$ cat config.mk
export PLATFORM = sky130hd
export DESIGN_NAME = rx_mac
export DESIGN_NICKNAME = d
export VERILOG_FILES = /design/src/rtl/rx_mac.sv
export SDC_FILE = /design/constraint.sdc
export NUM_CORES = 1
export LEC_CHECK = 0
export CORE_MARGIN = 2
export CORE_UTILIZATION = 30
export CTS_BUF_LIST = sky130_fd_sc_hd__clkbuf_4
export DETAILED_ROUTE_END_ITERATION = 10
export HOLD_SLACK_MARGIN = 0.06
export PLACE_DENSITY = 0.44
export REMOVE_ABC_BUFFERS = 1
export SLEW_MARGIN = 20
export SYNTH_ARGS = -nofsm -noshare
export SYNTH_HDL_FRONTEND = slang
export SYNTH_SLANG_ARGS = --single-unit
$ cat constraint.sdc
create_clock -name i_clk -period 14.65 [get_ports i_clk]
set_clock_uncertainty 0.05 [all_clocks]
set_input_delay 2.93 -clock i_clk [delete_from_list [all_inputs] [get_ports i_clk]]
set_output_delay 2.93 -clock i_clk [all_outputs]
set_load 0.05 [all_outputs]
$ cat src/rtl/rx_mac.sv
// rx_mac: 10G XGMII receive MAC with preamble/FCS stripping, CRC-32 check and AXI-Stream payload output
module crc32 #(
  parameter int INPUT_WIDTH_BYTES = 8
) (
  input  logic                           i_clk,
  input  logic                           i_reset,
  input  logic                           clr,
  input  logic                           en,
  input  logic [8*INPUT_WIDTH_BYTES-1:0] data,
  input  logic [INPUT_WIDTH_BYTES-1:0]   keep,
  output logic [31:0]                    crc_next
);
  logic [31:0] state, nxt;
  always_comb begin
    nxt = state;
    for (int i = 0; i < INPUT_WIDTH_BYTES; i++)
      if (keep[i]) begin
        nxt = nxt ^ {24'd0, data[8*i +: 8]};
        for (int b = 0; b < 8; b++) nxt = nxt[0] ? (nxt >> 1) ^ 32'hEDB88320 : nxt >> 1;
      end
  end
  always_ff @(posedge i_clk)
    if (i_reset || clr) state <= '1;
    else if (en) state <= nxt;
  assign crc_next = ~nxt;
endmodule

module rx_mac #(
  parameter int MIN_FRAME_BYTES = 64,
  parameter int MAX_FRAME_BYTES = 1518
) (
  input  logic        i_clk,
  input  logic        i_reset,
  input  logic [63:0] xgmii_rxd,
  input  logic [7:0]  xgmii_rxc,
  input  logic        phy_rx_valid,
  output logic [63:0] m00_axis_tdata,
  output logic [7:0]  m00_axis_tkeep,
  output logic        m00_axis_tvalid,
  output logic        m00_axis_tlast,
  output logic        m00_axis_tuser
);
  localparam logic [63:0] START_WORD = 64'hD5555555555555FB;
  typedef enum logic [1:0] {IDLE, DATA, DROP} state_t;
  state_t st;
  logic [63:0] d1, hd;
  logic [7:0] c1, xk, bk;
  logic hv, xv, xerr, bv, bl, babort, bchk, buser;
  logic [31:0] xfcs, fcs, crc_next;
  logic [15:0] cnt, cnt_n;
  logic [16:0] sum;
  logic [2:0] k;
  logic [6:0] fidx;
  logic [127:0] cat;
  logic has_fe, has_fd, is_data, is_term, is_start, bad_start, is_idle, over, runt;
  // k is the first control lane of the word in stage 1; a terminate must sit there
  always_comb begin
    k = '0;
    has_fe = 1'b0;
    has_fd = 1'b0;
    for (int i = 7; i >= 0; i--) if (c1[i]) k = 3'(i);
    for (int i = 0; i < 8; i++) begin
      has_fe = has_fe | (c1[i] && d1[8*i +: 8] == 8'hFE);
      has_fd = has_fd | (c1[i] && d1[8*i +: 8] == 8'hFD);
    end
  end
  assign is_data   = c1 == 8'h00;
  assign is_term   = (|c1) && d1[{k, 3'b000} +: 8] == 8'hFD && !has_fe;
  assign is_start  = c1 == 8'h01 && d1 == START_WORD;
  assign bad_start = (c1[0] && d1[7:0] == 8'hFB) || (c1[4] && d1[39:32] == 8'hFB);
  assign is_idle   = c1 == 8'hFF && d1 == {8{8'h07}};
  assign sum       = {1'b0, cnt} + (is_data ? 17'd8 : {14'd0, k});
  assign cnt_n     = sum[16] ? 16'hFFFF : sum[15:0];
  assign over      = cnt_n > 16'(MAX_FRAME_BYTES);
  assign runt      = cnt_n < 16'(MIN_FRAME_BYTES);
  // FCS occupies the four bytes just before the terminate, spanning held and current words
  assign cat  = {d1, hd};
  assign fidx = {1'b0, k, 3'b000} + 7'd32;
  assign fcs  = cat[fidx +: 32];
  always_comb begin
    bv = 1'b0;
    bk = 8'hFF;
    bl = 1'b0;
    babort = 1'b0;
    bchk = 1'b0;
    if (xv) begin
      bv = 1'b1;
      bk = xk;
      bl = 1'b1;
      bchk = 1'b1;
    end else if (st == DATA && hv) begin
      bv = 1'b1;
      if (is_term && !over) begin
        bl = k <= 3'd4;
        bk = k <= 3'd4 ? 8'hFF >> (3'd4 - k) : 8'hFF;
        bchk = k <= 3'd4;
      end else if (!(is_data && !over)) begin
        bl = 1'b1;
        babort = 1'b1;
      end
    end
  end
  assign buser = babort | (bchk & (((xv ? xfcs : fcs) != crc_next) | (xv ? xerr : runt)));
  crc32 #(.INPUT_WIDTH_BYTES(8)) u_crc (
    .i_clk(i_clk),
    .i_reset(i_reset),
    .clr(phy_rx_valid && st == IDLE && is_start),
    .en(phy_rx_valid && bv),
    .data(hd),
    .keep(bk),
    .crc_next(crc_next)
  );
  always_ff @(posedge i_clk)
    if (i_reset) begin
      st <= IDLE;
      d1 <= '0;
      c1 <= '0;
      hd <= '0;
      hv <= 1'b0;
      xv <= 1'b0;
      xk <= '0;
      xfcs <= '0;
      xerr <= 1'b0;
      cnt <= '0;
      m00_axis_tdata <= '0;
      m00_axis_tkeep <= '0;
      m00_axis_tvalid <= 1'b0;
      m00_axis_tlast <= 1'b0;
      m00_axis_tuser <= 1'b0;
    end else if (phy_rx_valid) begin
      d1 <= xgmii_rxd;
      c1 <= xgmii_rxc;
      m00_axis_tvalid <= bv;
      m00_axis_tdata <= hd;
      m00_axis_tkeep <= bv ? bk : 8'h00;
      m00_axis_tlast <= bl;
      m00_axis_tuser <= bl & buser;
      xv <= 1'b0;
      case (st)
        IDLE:
          if (is_start) begin
            st <= DATA;
            cnt <= '0;
            hv <= 1'b0;
          end else if (bad_start) st <= DROP;
        DATA:
          if (is_data && !over) begin
            hd <= d1;
            hv <= 1'b1;
            cnt <= cnt_n;
          end else if (is_term && !over) begin
            st <= IDLE;
            hv <= 1'b0;
            if (hv && k > 3'd4) begin
              xv <= 1'b1;
              hd <= d1;
              xk <= 8'hFF >> (4'd12 - {1'b0, k});
              xfcs <= fcs;
              xerr <= runt;
            end
          end else begin
            st <= DROP;
            hv <= 1'b0;
          end
        DROP: if (is_idle || has_fd) st <= IDLE;
        default: st <= IDLE;
      endcase
    end else begin
      m00_axis_tvalid <= 1'b0;
      m00_axis_tlast <= 1'b0;
      m00_axis_tuser <= 1'b0;
    end
endmodule
# == Yosys cells after proc, flatten, opt, wreduce, memory -nomap -nowiden ==
# Index checks and enable logic that the tools add are counted.
# word_totals
reg_bits,304
in_bits,75
wordCells,318
out_inout_bits,75
# op_classes
order_cmp,4
shifts,4
reduce_logical,46
eq_ne,31
bitwise_logic,93
mux,120
n_addsub,4
# ops
op,n
$mux W32,73
$not A13 Y14,64
$xor A32 B8 Y32,8
$mux W64,3
$eq A8 B8 Y1 const B,20
$shiftx A128 B8 Y32,1
$eq A64 B59 Y1 const B,1
$eq A64 B64 Y1 const B,1
$shiftx A64 B7 Y8,1
$mux W16,3
$mux W8,5
$ne A32 B32 Y1,1
$not A32 Y32,1
$pmux W16 S2,1
$logic_and A1 B1 Y1,29
$mux W3,8
$mux W1,19
$add A16 B4 Y17,1
$gt A16 B11 Y1 const B,1
$lt A16 B7 Y1 const B,1
$or A1 B1 Y1,16
$reduce_and A4 Y1,3
$mux W2,5
$eq A8 B1 Y1 const B,1
other kinds (26),35

# == Logic depth before layout (Yosys ltp) ==
# depth
ltp_word,150
mapped_depth,50
mapped_depth_nobuf,37

# == By module ==
# A second synthesis with hierarchy kept.
# unflattened
hier_cells,3339
hier_area_um2,27888.0
# modules_own_cells
module,area_per_inst_um2,seq_area_each_um2,n_inst,cells_each
crc32,14036.0,640.6,1,1640
rx_mac,13852.0,5445.2,1,1699

# == Worst setup path before layout ==
# OpenSTA, ideal clock, no wires.
# synth_path
path_type,flip-flop to flip-flop
start,reg c1[2]
end,reg m00_axis_tuser
path_buffers,9
t_required_ps,14473
slack_ps,2507
arrival_ps,11965
path_stages_with_launch,47
setup_ps,127
path_cell_list,dfxtp_1 -> buf_2 -> nor2b_1 -> o21ba_2 -> nor2_2 -> clkbuf_1 -> clkbuf_1 -> clkbuf_1 -> buf_1 -> inv_1 -> ha_1 -> fa_1 -> a211oi_1 -> nor2_1 -> o21ai_0 -> a21oi_1 -> or3b_1 -> buf_2 -> [... 11 more ...] -> or3_1 -> a32o_1 -> nand4_4 -> xor2_4 -> xnor2_2 -> or4_4 -> nand3_4 -> xnor3_2 -> mux2_4 -> and3_4 -> buf_6 -> xnor3_2 -> xnor3_2 -> xnor2_2 -> xor2_1 -> o2111ai_1 -> a2111oi_2 -> a21boi_1
# synth_via
elab_chain_len,115
# synth_rtl
item,line_no,rtl
"start, declared",47,"logic [7:0] c1, xk, bk;"
"start signal, assigned",132,c1 <= xgmii_rxc;
"parallel branches: the longest is 114 deep, another holds $add A16 B4 Y17",n/a,
$and A1 B1 Y1 (*),137,m00_axis_tuser <= bl & buser;
"end signal, assigned",137,
"end, declared",41,output logic m00_axis_tuser
# Every way passes the cells marked *.
# A chain may end at the register's enable or synchronous reset.

# == Final worst setup path ==
# layout_path
start,reg c1[5]
end,reg m00_axis_tuser
# layout_via
elab_chain_len,117
# layout_rtl
item,line_no,rtl
$mux W3 (6 in series),61,for (int i = 7; i >= 0; i--) if (c1[i]) k = 3'(i);
$mux W4,72,"assign sum = {1'b0, cnt} + (is_data ? 17'd8 : {14'd0, k});"
$add A16 B4 Y17,72,
$mux W16,73,assign cnt_n = sum[16] ? 16'hFFFF : sum[15:0];
$gt A16 B11 Y1,74,assign over = cnt_n > 16'(MAX_FRAME_BYTES);
$logic_not A1 Y1,"93, 97",
$logic_and A1 B1 Y1,93,if (is_term && !over) begin
$mux W8,93,
[... 96 more ...],n/a,
$mux W32,19,for (int b = 0; b < 8; b++) nxt = nxt[0] ? (nxt >> 1) ^ 32'hEDB88320 : nxt >> 1;
$mux W32,17,if (keep[i]) begin
$not A32 Y32,25,assign crc_next = ~nxt;
$ne A32 B32 Y1,103,assign buser = babort | (bchk & (((xv ? xfcs : fcs) != crc_next) | (xv ? xerr : runt)));
$or A1 B1 Y1,103,
$and A1 B1 Y1,103,
$or A1 B1 Y1,103,
$and A1 B1 Y1 (*),137,
# Every way passes the cells marked *; elsewhere a longest branch is shown, timed or not.

==> results.cfg <==
[yosys]
synth-warning-count = 0
synth_seq_cells = 304
avgSynthCellArea_sq_um = 8.290
synth.distinct_cells = 122
ys.flop_type = dfxtp_1
seq_area_frac_synth_pct = 21.12
syn_area_sq_um = 28820
synthCells = 3476
synthTopCellsByArea = dfxtp_1 21%, xnor2_1 11%, mux2i_1 9.9%, nand2_1 6.5%, xnor3_1 6.0%
synth_edf_count = 0
async_reset_ff_share_pct = 0
yosysTopAreaCellShare_pct = 21.12
yosys.area.top_type = dfxtp_1

[sta]
slew_viol_final = 0
tns_ns = 0
worst_pin_slew_ns = 1.121
clock.fmax_ghz = 0.07546
layout_min_cycle_time_ns = 13.25
final-setup-viol-count = 0
final.period_utilization_pct = 90.46
maxSlewHeadroom_pct = 24.44
hold_violations = 0
rsz0062_at_grt = false

[power]
power.share.clock_pct = 40.4
power_mw = 2.055
power_density_nw_per_um2 = 63.09
internal_power_mw = 1.385
p_leak_nw = 12.97
p_seq_share_pct = 42.4
peakVddDrop_v = 0.00005347
switching_share_pct = 32.60
p_sw_mw = 0.6697
p_comb_share_pct = 17.2

[detailed_routing]
routed_wl_um = 123500
num_vias = 26330
dr.pass1.iters = 6
post_drt_wl_per_cell_um = 25.32
drc_errors = 0
viasPerCell = 5.397
ant_nets = 0
drtIter0Drc = 2604

[clock_tree]
cts_tree = built
clk_latency_ns = 0.90
cts_made_buffers = 92
clock_sinks = 304
clock_path_buffers = 3
ctsHtreeMaxLevel = 3
cts_setup_buffers = 0
clk_pin_slew_worst_paths_ns = 0.06
ctsHoldBuffers = 0
cts_resized = 0
clockRootBuffer = clkbuf_4

[final_layout]
finish.net_count = 3634
fill_cells = 10150
final_cells = 4878
drive_gt1_share_pct = 11.14
syn_to_final_growth_pct = 13.01

[floorplan]
die-height_um = 313.9
die_w_um = 313.9
coreArea_sq_um = 95150
start_util_pct = 30.28
pin_count = 150
rows = 113
dieArea_sq_um = 98550

[setup_path]
critPathArrivalTime_ns = 13.99
crit_path_max_incr_delay_ns = 0.87
path_class = reg2reg
start_kind = flop
reg2reg_to = m00_axis_tuser
cp_num_cells = 37
end_kind = flop
r2r_setup_slack_ns = 1.40
worstRegToRegCells = 37
crit_family = XOR/XNOR gates
critical_path.slowest_cell = a2111oi_2
cp_max_fo = 43
critical_path_required_ns = 15.38
reg2reg_from = c1[5]
cp_num_buf_inv = 2

[worst_hold_path]
hp-class = reg2reg
worstHoldEndpoint = xfcs[22]
hold_depth = 2
hold_start = xfcs[22]

[global_routing]
antenna_found_initial = 2
grt_max_degree = 67
grt_pass1_wl_um = 178600
grt_usage_pct = 24.45
grt_pass1_vias = 25030
grt_overflow = 0

[placement]
dp.cells = 4720
gp_congestion = 0.9553
dp_hpwl_um = 94810
port_buffers = 149

[outcome]
status = completed

[run]
maxCapViolCount = 0
cells in the final DEF (no fill, tap or decap), drive strengths merged, types with 18 or more instances in the layout:
| master | Yosys | final |
|---|---|---|
| clkdlybuf4s50 | 0 | 147 |
| nand3 | 81 | 81 |
| o21ai | 142 | 142 |
| nor3 | 56 | 56 |
| xor3 | 21 | 21 |
| nor2 | 347 | 347 |
| a211oi | 48 | 48 |
| clkinv | 0 | 26 |
| xor2 | 135 | 135 |
| clkbuf | 149 | 125 |
| dfxtp | 304 | 304 |
| buf | 88 | 68 |
| and2 | 25 | 25 |
| a31oi | 18 | 18 |
| and3 | 30 | 30 |
| o211ai | 45 | 45 |
| inv | 39 | 42 |
| mux2 | 39 | 39 |
| a21oi | 242 | 242 |
| nand4 | 31 | 31 |
| nand2 | 506 | 506 |
| nor4 | 26 | 26 |
| xnor3 | 90 | 90 |
| or3 | 20 | 20 |
| nand2b | 19 | 19 |
| mux2i | 294 | 294 |
| xnor2 | 397 | 397 |
kinds of logic after synthesis:
kind of cell / after synthesis / share of synthesized area, %
AOI/OAI and AO/OA: 680 / 15.77
and+or+nand+nor: 1228 / 19.53
adders and majority gates: 10 / 0.4603
buffers and inverters: 276 / 4.255
xor gates and xnor gates: 643 / 26.70
muxes: 335 / 12.16
DFF: 304 / 21.12
cell usage after synthesis (all sizes together) (81+ instances only):
cell type and n:
nand3 81, o21ai 142, xor2 135, dfxtp 304, nand2 506, xnor2 397, clkbuf 149, a21oi 242
nor2 347, xnor3 90, buf 88, mux2i 294
stage by stage:
step	instance area [sq um]	setup slack, ns	hold WS, ns	utilization (%)
after floorplan	27740	1.099	0.3707	-
after global placement	31440	1.598	0.3863	33.04
after detailed placement	31440	1.533	0.3911	33.04
after CTS	32540	1.502	0.4001	34.20
after global routing	32560	0.7278	0.4187	34.22
final	32570	1.397	0.3984	34.22
worst register-to-register path: cells and delay by family, from the launching register on:
| family | cells | cell delay [ns] |
|---|---|---|
| xor gates and xnor gates | 11 | 4.08 |
| buffers and inverters | 2 | 0.83 |
| adders and majority gates | 1 | 0.34 |
| AOI/OAI and AO/OA | 11 | 3.52 |
| muxes | 2 | 0.69 |
| and+or+nand+nor | 10 | 3.29 |
| DFF | 1 | 0.38 |
cell type report:
cell class,instances,area (sq um),area share (%)
tap,1265,1583,4.860
inverter,39,147.6,0.4534
antenna,4,10.01,0.03074
sequential,304,6086,18.69
timing repair buffer,216,2003,6.151
clock inverter,30,172.7,0.5302
clock buffer,124,930.9,2.859
multi-input combinational,2896,21630,66.43
power by group through the flow:
| stage | Combinational [mW] | Sequential [mW] | Clock (mW) |
|---|---|---|---|
| floorplan | 0.208 | 0.870 | 0 |
| global placement | 0.352 | 0.889 | 0 |
| detailed placement | 0.347 | 0.889 | 0 |
| CTS | 0.349 | 0.871 | 0.870 |
| global route | 0.376 | 0.872 | 0.904 |
| finish | 0.354 | 0.872 | 0.829 |
sequential cells by signal, summed over array words and instances, names as in the netlist:
register,cells
c1,8
xfcs,32
m00_axis_tdata,64
m00_axis_tuser,1
st,2
u_crc.state,32
hd,64
xerr,1
d1,64
xv,1
m00_axis_tvalid,1
m00_axis_tkeep,8
hv,1
cnt,16
m00_axis_tlast,1
xk,8
how the worst max path moves through the flow:
stage,startpoint,slack [ns],end
3_5_place_dp,c1[5],1.53,m00_axis_tuser
5_1_grt,c1[5],0.73,m00_axis_tuser
2_1_floorplan,c1[4],1.10,m00_axis_tuser
6_report,c1[5],1.40,m00_axis_tuser
4_1_cts,c1[5],1.50,m00_axis_tuser
3_3_place_gp,c1[5],1.60,m00_axis_tuser
routing by layer:
layer / track usage [%] / vias to the layer above / share of wire, %
li1: - / 12410 / -
met1: 33.69 / 12740 / 45
met2: 38.80 / 969 / 45
met3: 2.903 / 212 / 5.7
met4: 9.743 / 0 / 4.2
met5: 0 / - / 0
No activity file was read; power rests on OpenSTA's default activity.
